`config.mk`:
```
export PLATFORM = sky130hd
export DESIGN_NAME = unidade_controle_rodadas
export DESIGN_NICKNAME = d
export VERILOG_FILES = /design/src/rtl/unidade_controle_rodadas.sv
export SDC_FILE = /design/constraint.sdc
export NUM_CORES = 1
export LEC_CHECK = 0
export BUFFER_PORTS_ARGS = -buffer_cell sky130_fd_sc_hd__buf_2
export CAP_MARGIN = 15
export CORE_MARGIN = 5
export CORE_UTILIZATION = 55
export CTS_BUF_LIST = sky130_fd_sc_hd__clkbuf_8
export CTS_CLUSTER_SIZE = 8
export DETAILED_ROUTE_END_ITERATION = 12
export GPL_ROUTABILITY_DRIVEN = 1
export GPL_TIMING_DRIVEN = 0
export PLACE_DENSITY = 0.78
export SYNTH_ARGS = -nofsm -noshare
export SYNTH_HDL_FRONTEND = slang
export SYNTH_SLANG_ARGS = --single-unit
```
`constraint.sdc`:
```
create_clock -name clock -period 4 [get_ports clock]
set_clock_uncertainty 0.1 [all_clocks]
set_input_delay 0.6 -clock clock [delete_from_list [all_inputs] [get_ports clock]]
set_output_delay 0.6 -clock clock [all_outputs]
set_load 0.05 [all_outputs]
```
`src/rtl/unidade_controle_rodadas.sv`:
```
// Moore control unit for the round-based memory game: sequences the datapath
// strobes, tracks the per-play timeout and reports the game outcome.
module unidade_controle_rodadas #(
    parameter int TIMEOUT_CICLOS = 3000
) (
    input  logic       clock,
    input  logic       reset,
    input  logic       iniciar,
    input  logic       tem_jogada,
    input  logic       igual,
    input  logic       fim_endereco,
    input  logic       fim_rodada,
    output logic       zeraE,
    output logic       contaE,
    output logic       zeraL,
    output logic       contaL,
    output logic       zeraR,
    output logic       registraR,
    output logic       acertou,
    output logic       errou,
    output logic       timeout,
    output logic       pronto,
    output logic [3:0] db_estado
);

    localparam int TW = $clog2(TIMEOUT_CICLOS);
    localparam logic [TW-1:0] TIMER_MAX = TW'(TIMEOUT_CICLOS - 1);
    localparam logic [TW-1:0] TIMER_UM  = TW'(1);

    typedef enum logic [3:0] {
        INICIAL        = 4'h0,
        PREPARACAO     = 4'h1,
        INICIA_RODADA  = 4'h2,
        ESPERA_JOGADA  = 4'h3,
        REGISTRA       = 4'h4,
        COMPARACAO     = 4'h5,
        PROXIMO        = 4'h6,
        PROXIMA_RODADA = 4'h7,
        FIM_ACERTOU    = 4'hA,
        FIM_ERROU      = 4'hE,
        FIM_TIMEOUT    = 4'hC
    } estado_t;

    estado_t       estado;
    estado_t       prox;
    logic [TW-1:0] timer;
    logic [9:0]    saidas;

    // Bit order: zeraE contaE zeraL contaL zeraR registraR acertou errou timeout pronto
    function automatic logic [9:0] decodifica(input estado_t e);
        logic [9:0] s;
        s = '0;
        case (e)
            PREPARACAO:     s = 10'b1010100000;
            INICIA_RODADA:  s = 10'b1000000000;
            REGISTRA:       s = 10'b0000010000;
            PROXIMO:        s = 10'b0100000000;
            PROXIMA_RODADA: s = 10'b0001000000;
            FIM_ACERTOU:    s = 10'b0000001001;
            FIM_ERROU:      s = 10'b0000000101;
            FIM_TIMEOUT:    s = 10'b0000000111;
            default:        s = '0;
        endcase
        return s;
    endfunction

    always_comb begin
        prox = INICIAL;
        case (estado)
            INICIAL:        prox = iniciar ? PREPARACAO : INICIAL;
            PREPARACAO:     prox = INICIA_RODADA;
            INICIA_RODADA:  prox = ESPERA_JOGADA;
            // A play landing on the last timer cycle still counts as a play.
            ESPERA_JOGADA: begin
                if (tem_jogada)              prox = REGISTRA;
                else if (timer == TIMER_MAX) prox = FIM_TIMEOUT;
                else                         prox = ESPERA_JOGADA;
            end
            REGISTRA:       prox = COMPARACAO;
            COMPARACAO: begin
                if (!igual)             prox = FIM_ERROU;
                else if (!fim_endereco) prox = PROXIMO;
                else if (!fim_rodada)   prox = PROXIMA_RODADA;
                else                    prox = FIM_ACERTOU;
            end
            PROXIMO:        prox = ESPERA_JOGADA;
            PROXIMA_RODADA: prox = INICIA_RODADA;
            FIM_ACERTOU:    prox = iniciar ? PREPARACAO : FIM_ACERTOU;
            FIM_ERROU:      prox = iniciar ? PREPARACAO : FIM_ERROU;
            FIM_TIMEOUT:    prox = iniciar ? PREPARACAO : FIM_TIMEOUT;
            default:        prox = INICIAL;
        endcase
    end

    // Outputs are registered from the next state, so they track the state
    // register exactly as a combinational Moore decode would.
    always_ff @(posedge clock or negedge reset) begin
        if (!reset) begin
            estado    <= INICIAL;
            timer     <= '0;
            saidas    <= '0;
            db_estado <= 4'h0;
        end else begin
            estado    <= prox;
            saidas    <= decodifica(prox);
            db_estado <= prox;
            if (estado == ESPERA_JOGADA && prox == ESPERA_JOGADA)
                timer <= (timer == TIMER_MAX) ? timer : timer + TIMER_UM;
            else
                timer <= '0;
        end
    end

    assign {zeraE, contaE, zeraL, contaL, zeraR, registraR,
            acertou, errou, timeout, pronto} = saidas;

endmodule

```
==> results of run 1 <==
worst max-delay path, cell delays in order (launching register included):
cell	delay [ns]
dfrtp_1	0.49
nor2_1	0.08
maj3_1	0.39
o221ai_1	0.33
ha_1	0.25
inv_1	0.05
a2111o_1	0.30
nand2b_4	0.15
buf_6	0.13
nor2_1	0.10
sequential cells by signal (all words and copies together), names as in the netlist:
name / flops
saidas: 9
estado: 4
timer: 12
power by group:
part / total [uW] / internal (uW) / switching, uW
Combinational: 443 / 150 / 293
Clock: 147 / 70.4 / 76.8
Sequential: 320 / 290 / 30.6
Total: 911 / 510 / 401
synth_stat cells, types with 2 or more instances:
cell      instances  area share
dfrtp_1          25        0.48
nor2_1           21       0.061
xnor2_1           9       0.061
nand2_1           7       0.020
and3_1            6       0.029
inv_1             6       0.017
ha_1              5       0.048
nand3_1           5       0.019
nor3_1            3       0.012
a21oi_1           2      0.0077
and4bb_1          2       0.019
buf_6             2       0.017
nor3b_2           2       0.019
metal layers:
layer / up-vias / global-route usage / share of wire
li1: 472 / - / -
met1: 445 / 0.164 / 0.41
met2: 16 / 0.282 / 0.52
met3: 6 / 0.0329 / 0.051
met4: 0 / 0.0680 / 0.018
met5: - / 0 / 0
final cells by class:
| type | instances | area, um^2 |
|---|---|---|
| tap | 28 | 35.0 |
| buffer | 4 | 35.0 |
| multi-input combinational | 87 | 616 |
| clock buffer | 3 | 41.3 |
| timing repair buffer | 20 | 100 |
| fill | 179 | 747 |
| inverter | 7 | 26.3 |
| clock inverter | 1 | 7.51 |
| sequential | 25 | 626 |
cell families (layout without fill, tap and decap cells):
group,count (synthesis),count (layout),synth area share
AND/OR/NAND/NOR,58,58,0.256
AO/OA/AOI/OAI,13,13,0.0932
flip-flops,25,25,0.480
adder cells (fa/ha/maj),6,6,0.0557
XOR/XNOR,10,10,0.0672
buffers and inverters,11,35,0.0471
worst paths after layout:
check	startpoint	to	slack [ns]
max	estado[2]	timer[7]	1.56
min	reset	saidas[3]	0.20
max reg2reg	estado[2]	timer[7]	1.56
min reg2reg	timer[0]	timer[0]	0.38
max in group asynchronous	reset	timer[1]	3.25
min in group clock	timer[0]	timer[0]	0.38
stage by stage:
| step | util | hold WS [ns] | cell area [um^2] | setup WS (ns) | instances |
|---|---|---|---|---|---|
| after global routing | 0.666 | 0.250 | 1490 | 1.37 | 175 |
| final | 0.666 | 0.198 | 1490 | 1.56 | 175 |
| after CTS | 0.666 | 0.218 | 1490 | 1.56 | 175 |
| after detailed placement | 0.644 | 0.371 | 1440 | 1.38 | 171 |
| after floorplan | - | 0.204 | 1300 | 1.53 | 123 |
| after global placement | 0.644 | 0.368 | 1440 | 1.47 | 171 |
==> run metrics, run 1 <==
final setup fails=0; Seq/Total Area, Yosys=0.480; Pwr Density=613 mW/mm^2; Synth Instances=123; Num CTS Buffers=3; First-pass DRT Iterations=4; Synth Register Bits=25; Synth async-reset ratio=1.00; drc violations=0; first-pass GRT wire length=4030 um; nets=160; Antenna Nets Post-Route=0; post-CTS sizing=0; R2R depth=9; site row count=17; max-slew violation count=0; Port Buffer Count=20; Clock transition at path regs=0.09 ns; initial antenna violation count=0; Post-synth top flop=dfrtp_1; WL final=2240 um; gr ovfl total=0; Setup TNS=0 ns; vias in the first global route=941; number of DRC markers in iteration 0=11; Fin. Hold Viols=0; Slew HR=0.652; Mapped Nets=135; number of synthesized flops with an enable pin=0; count of cell types in the netlist=41; Worst setup SP type=register; worst slew pin tran=0.523 ns; maximum clock path buffer count=2; HPWL Detailed=1760 um; diode count=0; Root Driver=clkbuf_8; pin count of the biggest net entering global routing=26; post-CTS setup buffer count=0; peak supply drop=0.489 mV; chip height=58.7 um; area of the die=0.00344 mm^2; Avg Inst Size Synth=10.6 um^2; WP data required=4.10 ns; post-DR vias/cell=5.37; gp weighted congestion=0.853; # clock sinks=25; P_leak=0.000715 uW; min-delay worst type=input port to async pin; Period Utilization, post-route=0.610; commonest non-fill, non-tap cell in the layout=dfrtp_1; Starting Density=0.583; share of layout cells above drive strength 1=0.259; H-Tree Depth=1; Max Freq=410 MHz; crit end category=register; Via Count=939; # hold bufs at CTS=0; RSZ-0062 raised after global routing=false; Worst-Skew Late Latency=0.26 ns; Pwr Total=911 uW; CTS tree=yes; CORE AREA=0.00223 mm^2; most frequent cells in the layout=dfrtp_1, buf_2, nor2_1; die width=58.7 um; Syn-to-layout area delta=14.1%; outcome=completed; Worst Path Arrival=2.54 ns; I/O pin cnt=21; final critical-path required period=2.44 ns; CP Max Fanout=10; DR WL/cell=12.8 um; Ys Warns=0; mapped cell area=0.00130 mm^2; kind of critical path=register to register; GRT Overall Usage=0.152; max-cap viol count=0
(Power assumes the default switching activity.)
==> inputs of run 2 (changes only) <==
ABC_AREA = 1   (was unset)
clock period = 2.4 ns   (was 4 ns; I/O delays follow)
==> run metrics, run 2 <==
site row count=17 (unchanged); Most flops, register=timer; Syn-to-layout area delta=22.1%; P_leak=0.000833 uW (+17%); WP data required=2.47 ns (-1.63 ns); Slew HR=0.634 (-0.0173); Period Utilization, post-route=0.962 (+0.352); H-Tree Depth=1 (unchanged); CTS tree=yes; Avg Inst Size Synth=8.61 um^2 (-19%); Synth async-reset ratio=1.00 (unchanged); number of synthesized flops with an enable pin=0 (unchanged); GRT Overall Usage=0.173 (+0.0210); Worst Path Arrival=2.38 ns (-0.16 ns); final critical-path required period=2.31 ns (-0.132 ns); Mapped Nets=167 (+24%); WL final=2630 um (+18%); peak supply drop=1.03 mV (+110%); Seq/Total Area, Yosys=0.469 (-0.0113); maximum clock path buffer count=2 (unchanged); min-delay worst type=input port to register; post-DR vias/cell=4.92 (-8.3%); Pwr Density=1060 mW/mm^2 (+73%); share of layout cells above drive strength 1=0.362 (+0.103); initial antenna violation count=0 (unchanged); chip height=59.2 um (+0.99%); met3 WL post-DR=174 um (+53%); first-pass GRT wire length=4500 um (+12%); DR WL/cell=12.2 um (-4.7%); HPWL Detailed=1930 um (+10%); # clock sinks=25 (unchanged); Ys Warns=0 (unchanged); Antenna Nets Post-Route=0 (unchanged); Synth Register Bits=25 (unchanged); Clock transition at path regs=0.09 ns (about the same); Synth Instances=155 (+26%); top-area cell type share of the netlist area=0.469 (-0.0113); drc violations=0 (unchanged); Num CTS Buffers=3 (unchanged); Fin. Hold Viols=0 (unchanged); pre-CTS setup slack=-0.0812 ns (-1.46 ns); gr ovfl total=0 (unchanged); highest metal used=met4; number of DRC markers in iteration 0=43 (+32); post-synth top area cell=dfrtp_1; Worst setup SP type=register; metal1 wirelength=1050 um (+14%); max-slew violation count=0 (unchanged); vias in the first global route=1089 (+16%); kind of critical path=register to register; final hold slack=0.438 ns (+0.240 ns); CORE AREA=0.00225 mm^2 (+0.95%); Max Freq=433 MHz (+5.7%); Root Driver=clkbuf_8; max-cap viol count=0 (unchanged); Setup TNS=0 ns (unchanged); Fill cells=175 (-2.2%); Via Count=1063 (+13%); largest registers=timer: 12 flops, saidas: 9 flops, estado: 4 flops; CP peak stage delay=0.37 ns (-0.12 ns); Crit path max-delay family=simple AND/OR/NAND/NOR gates; CP Max Fanout=5 (-5); First-pass DRT Iterations=4 (unchanged); commonest non-fill, non-tap cell in the layout=dfrtp_1; diode count=0 (unchanged); I/O pin cnt=21 (unchanged); slowest CP cell=dfrtp_1; gp weighted congestion=0.764 (-10%); nets=201 (+26%); most frequent cells in the layout=dfrtp_1, inv_1, nand2_1; pin count of the biggest net entering global routing=26 (unchanged); mapped cell area=0.00133 mm^2 (+2.4%); placed cells=203 (+19%); crit end category=register; Crit path top cell by count=nor2_2; die width=59.2 um (+0.99%); count of cell types in the netlist=21 (-49%); Worst-Skew Late Latency=0.27 ns (about the same); Area contributors post-synth=dfrtp_1, inv_1, nand2_1; worst-path cell chain=ha_2 > nand2_2 > nor2_2 > nand3_2 > nand2_2 > nor2_2 > nor3_2 > inv_2 > ha_1 > inv_2 > nor2_2 > nand4_4 > clkbuf_16 > nor2_2; area of the die=0.00351 mm^2 (+2.0%); post-route insts no fill=216 (+23%); Port Buffer Count=20 (unchanged); Post-synth top flop=dfrtp_1; final worst slack=0.0905 ns (-1.47 ns); outcome=completed; synth cell count leaders=dfrtp_1, inv_1, nand2_1; number of flip-flops in the largest register=12 (unchanged); met2 routed WL=1350 um (+16%); final setup fails=0 (unchanged); Buffers & Inverters on Critical Path=3 (+1); worst slew pin tran=0.549 ns (+0.0260 ns); Starting Density=0.592 (+0.00837); Pwr Total=1730 uW (+90%)
[run 2: changes by cell type in the layout (fill, tap and decap cells not counted), sizes merged, moves of 3 or more]
cell / previous run / this run
and3: 6 / 1
buf: 24 / 29
inv: 7 / 29
nand2: 7 / 28
nand3: 5 / 8
nand4: 1 / 4
nor2: 21 / 31
nor3: 3 / 10
xnor2: 9 / 1
xor2: 1 / 7
[run 2: kinds of logic (layout without fill, tap and decap cells)]
| logic type | after synthesis | in the layout | share of synthesized area |
|---|---|---|---|
| adders and majority gates | 5 | 5 | 0.0469 |
| xor gates and xnor gates | 8 | 8 | 0.0525 |
| and+or+nand+nor | 82 | 82 | 0.321 |
| buffers and inverters | 31 | 64 | 0.0957 |
| DFF | 25 | 25 | 0.469 |
| AOI/OAI and AO/OA | 4 | 4 | 0.0150 |
[run 2: path summary, 6_finish.rpt]
path / start / to / cells after the start / slack (ns)
max in group asynchronous: reset / saidas[3] / 2 / 1.33
max reg2reg: timer[0] / timer[4] / 14 / 0.09
max: timer[0] / timer[4] / 14 / 0.09
min in group asynchronous: reset / timer[6] / 2 / 0.50
min: tem_jogada / estado[2] / 5 / 0.44
min reg2reg: timer[0] / timer[0] / 2 / 0.44
[run 2: per-stage QoR]
step / cell area (um^2) / util
2_1_floorplan: 1330 / -
3_3_place_gp: 1470 / 0.651
3_5_place_dp: 1470 / 0.651
4_1_cts: 1530 / 0.680
5_1_grt: 1630 / 0.723
6_report: 1630 / 0.723
[run 2: final cells by class]
cell class,instances,area (um^2),share of cell area
Clock buffer,3,41.3,0.0253
Clock inverter,1,7.51,0.00461
Timing Repair Buffer,29,188,0.115
Tap cell,28,35.0,0.0215
Buffer,2,27.5,0.0169
Sequential cell,25,626,0.384
Inverter,29,109,0.0668
Multi-Input combinational cell,99,596,0.366
[run 2: timing repair]
| action | in CTS | in global routing |
|---|---|---|
| resized for setup | 1 | 8 |
| gates cloned | 0 | 1 |
| endpoints found under the setup margin | 10 | 10 |
| endpoints found under the hold margin | 25 | 0 |
| hold buffers | 1 | 0 |
| pin swaps | 0 | 6 |
| buffers inserted | 0 | 7 |
[run 2: worst min-delay path, stage by stage]
cell	delay [ns]
buf_2	0.08
inv_1	0.06
nand2_2	0.09
nand2_2	0.08
nand2_2	0.10
[run 2: report_power, final]
| group | total [uW] | switching (uW) | internal, uW | leakage, uW |
|---|---|---|---|---|
| Sequential | 541 | 54.0 | 487 | 0.000340 |
| Combinational | 935 | 611 | 325 | 0.000471 |
| Clock | 253 | 136 | 118 | 0.0000217 |
| Total | 1730 | 800 | 930 | 0.000833 |
[run 2: metal layers]
layer / vias to the layer above / GRT usage
li1: 536 / -
met1: 486 / 0.194
met2: 34 / 0.296
met3: 7 / 0.0632
met4: 0 / 0.0680
met5: - / 0
==> inputs of run 3 (changes only) <==
==> constraint.sdc (replaced) <==
create_clock -name clock -period 2.4 [get_ports clock]
set_clock_uncertainty 0.1 [all_clocks]
set_input_delay 0.48 -clock clock [delete_from_list [all_inputs] [get_ports clock]]
set_output_delay 0.48 -clock clock [all_outputs]
set_load 0.05 [all_outputs]
==> run metrics, run 3 (synthesis results as in run 2) <==
Port Buffer Count=20 (unchanged); Via Count=1056 (-0.66%); DR WL/cell=12.1 um (-0.30%); Flop pwr share=0.313 (about the same); max-cap viol count=0 (unchanged); Sw Pwr=800 uW (about the same); CTS tree=yes; Crit path max-delay family=simple AND/OR/NAND/NOR gates; peak supply drop=1.03 mV (about the same); Clock transition at path regs=0.09 ns (about the same); crit end category=register; # hold bufs at CTS=0 (-1); final critical-path required period=2.31 ns (-0.00186 ns); sequential cell area=626 um^2 (unchanged); chip height=59.2 um (unchanged); Pwr Density=1070 mW/mm^2 (+0.53%); max-slew violation count=0 (unchanged); CP peak stage delay=0.37 ns (about the same); Worst-Skew Late Latency=0.27 ns (about the same); Placed Area=0.00147 mm^2 (unchanged); kind of critical path=register to register; Root Driver=clkbuf_8; drc violations=0 (unchanged); clock power share=0.147 (about the same); min-delay worst type=input port to async pin; gp weighted congestion=0.764 (unchanged); most frequent cells in the layout=dfrtp_1, inv_1, nand2_1; # clock sinks=25 (unchanged); number of flip-flops in the largest register=12 (unchanged); Most flops, register=timer; final setup fails=0 (unchanged); final core utilization=0.718 (-0.00444); final instance area=0.00162 mm^2 (-0.61%); number of DRC markers in iteration 0=47 (+9.3%); WP data required=2.47 ns (about the same); multi-input logic area=596 um^2 (unchanged); maximum clock path buffer count=2 (unchanged); site row count=17 (unchanged); commonest non-fill, non-tap cell in the layout=dfrtp_1; area of the die=0.00351 mm^2 (unchanged); First-pass DRT Iterations=4 (unchanged); worst slew pin tran=0.539 ns (-0.00961 ns); WL final=2610 um (-0.76%); first-pass GRT wire length=4500 um (unchanged); I/O pin cnt=21 (unchanged); slowest CP cell=dfrtp_1; vias in the first global route=1089 (unchanged); diode count=0 (unchanged); outcome=completed; Worst setup SP type=register; switching share of total power=0.463 (about the same); Buffers & Inverters on Critical Path=3 (unchanged); Starting Density=0.592 (unchanged); nets=200 (-0.50%); CP Max Fanout=5 (unchanged); Max Freq=433 MHz (about the same); HPWL Detailed=1930 um (unchanged); GRT Overall Usage=0.173 (unchanged); largest registers=timer: 12 flops, saidas: 9 flops, estado: 4 flops; post-DR vias/cell=4.91 (-0.20%); Logic pwr share=0.540 (about the same); Syn-to-layout area delta=21.4%; CORE AREA=0.00225 mm^2 (unchanged); worst-path cell chain=ha_2 > nand2_2 > nor2_2 > nand3_2 > nand2_2 > nor2_2 > nor3_2 > inv_2 > ha_1 > inv_2 > nor2_2 > nand4_4 > clkbuf_16 > nor2_2; Num CTS Buffers=3 (unchanged); Period Utilization, post-route=0.962 (about the same); gr ovfl total=0 (unchanged); Antenna Nets Post-Route=0 (unchanged); P_leak=0.000828 uW (-0.50%); Crit path top cell by count=nor2_2; die width=59.2 um (unchanged); Slew HR=0.641 (+0.00641); design internal power=929 uW (-0.11%); share of layout cells above drive strength 1=0.364 (+0.00193); H-Tree Depth=1 (unchanged); Fill cells=176 (+0.57%); pin count of the biggest net entering global routing=26 (unchanged); Fin. Hold Viols=0 (unchanged); Worst Path Arrival=2.37 ns (about the same); initial antenna violation count=0 (unchanged)
## run 3: changes by cell type in the layout (fill, tap and decap cells not counted), sizes merged
cell / before / now
dlygate4sd3: 1 / 0
## run 3: cell type report
class / instances / share of cell area
buffer: 2 / 0.0170
clock buffer: 3 / 0.0255
clock inverter: 1 / 0.00464
inverter: 29 / 0.0672
multi-input combinational: 99 / 0.368
sequential: 25 / 0.386
tap: 28 / 0.0216
timing repair buffer: 28 / 0.110
## run 3: power by group through the flow
stage / Combinational (uW) / Sequential (uW) / Clock (uW)
global route: 1030 / 556 / 282
CTS: 770 / 542 / 259
finish: 934 / 541 / 253
global placement: 743 / 545 / 0
floorplan: 404 / 739 / 0
detailed placement: 763 / 550 / 0
## run 3: worst paths after layout
path | startpoint | endpoint | slack, ns | cells past startpoint
setup / recovery | timer[0] | timer[4] | 0.09 | 14
hold / removal | reset | timer[4] | 0.08 | 1
setup reg to reg | timer[0] | timer[4] | 0.09 | 14
hold reg to reg | timer[0] | timer[0] | 0.44 | 2
max in group asynchronous | reset | saidas[1] | 1.76 | 1
min in group clock | timer[0] | timer[0] | 0.44 | 2
## run 3: routing by layer
metal  part of all wire  vias up  track usage
met5                  0        -            0
li1                   -      534            -
met1               0.40      486        0.194
met3              0.064        7       0.0632
met2               0.52       29        0.296
met4              0.023        0       0.0680
## run 3: timing repair
| item | CTS | global route |
|---|---|---|
| endpoints found under the setup margin | 10 | 10 |
| pin swaps | 0 | 6 |
| resized for setup | 1 | 8 |
| cloned | 0 | 1 |
| buffers inserted | 0 | 7 |
## run 3: stage by stage
step | setup slack (ns) | std cells | TNS, ns | hold WS, ns | power [uW]
floorplan | 0.176 | 155 | 0 | 0.0844 | 1140
global placement | 0.0114 | 203 | 0 | 0.350 | 1290
detailed placement | -0.0812 | 203 | -0.766 | 0.359 | 1310
CTS | 0.0516 | 207 | 0 | 0.0977 | 1570
global route | -0.0477 | 215 | -0.189 | 0.118 | 1870
finish | 0.0923 | 215 | 0 | 0.0792 | 1730
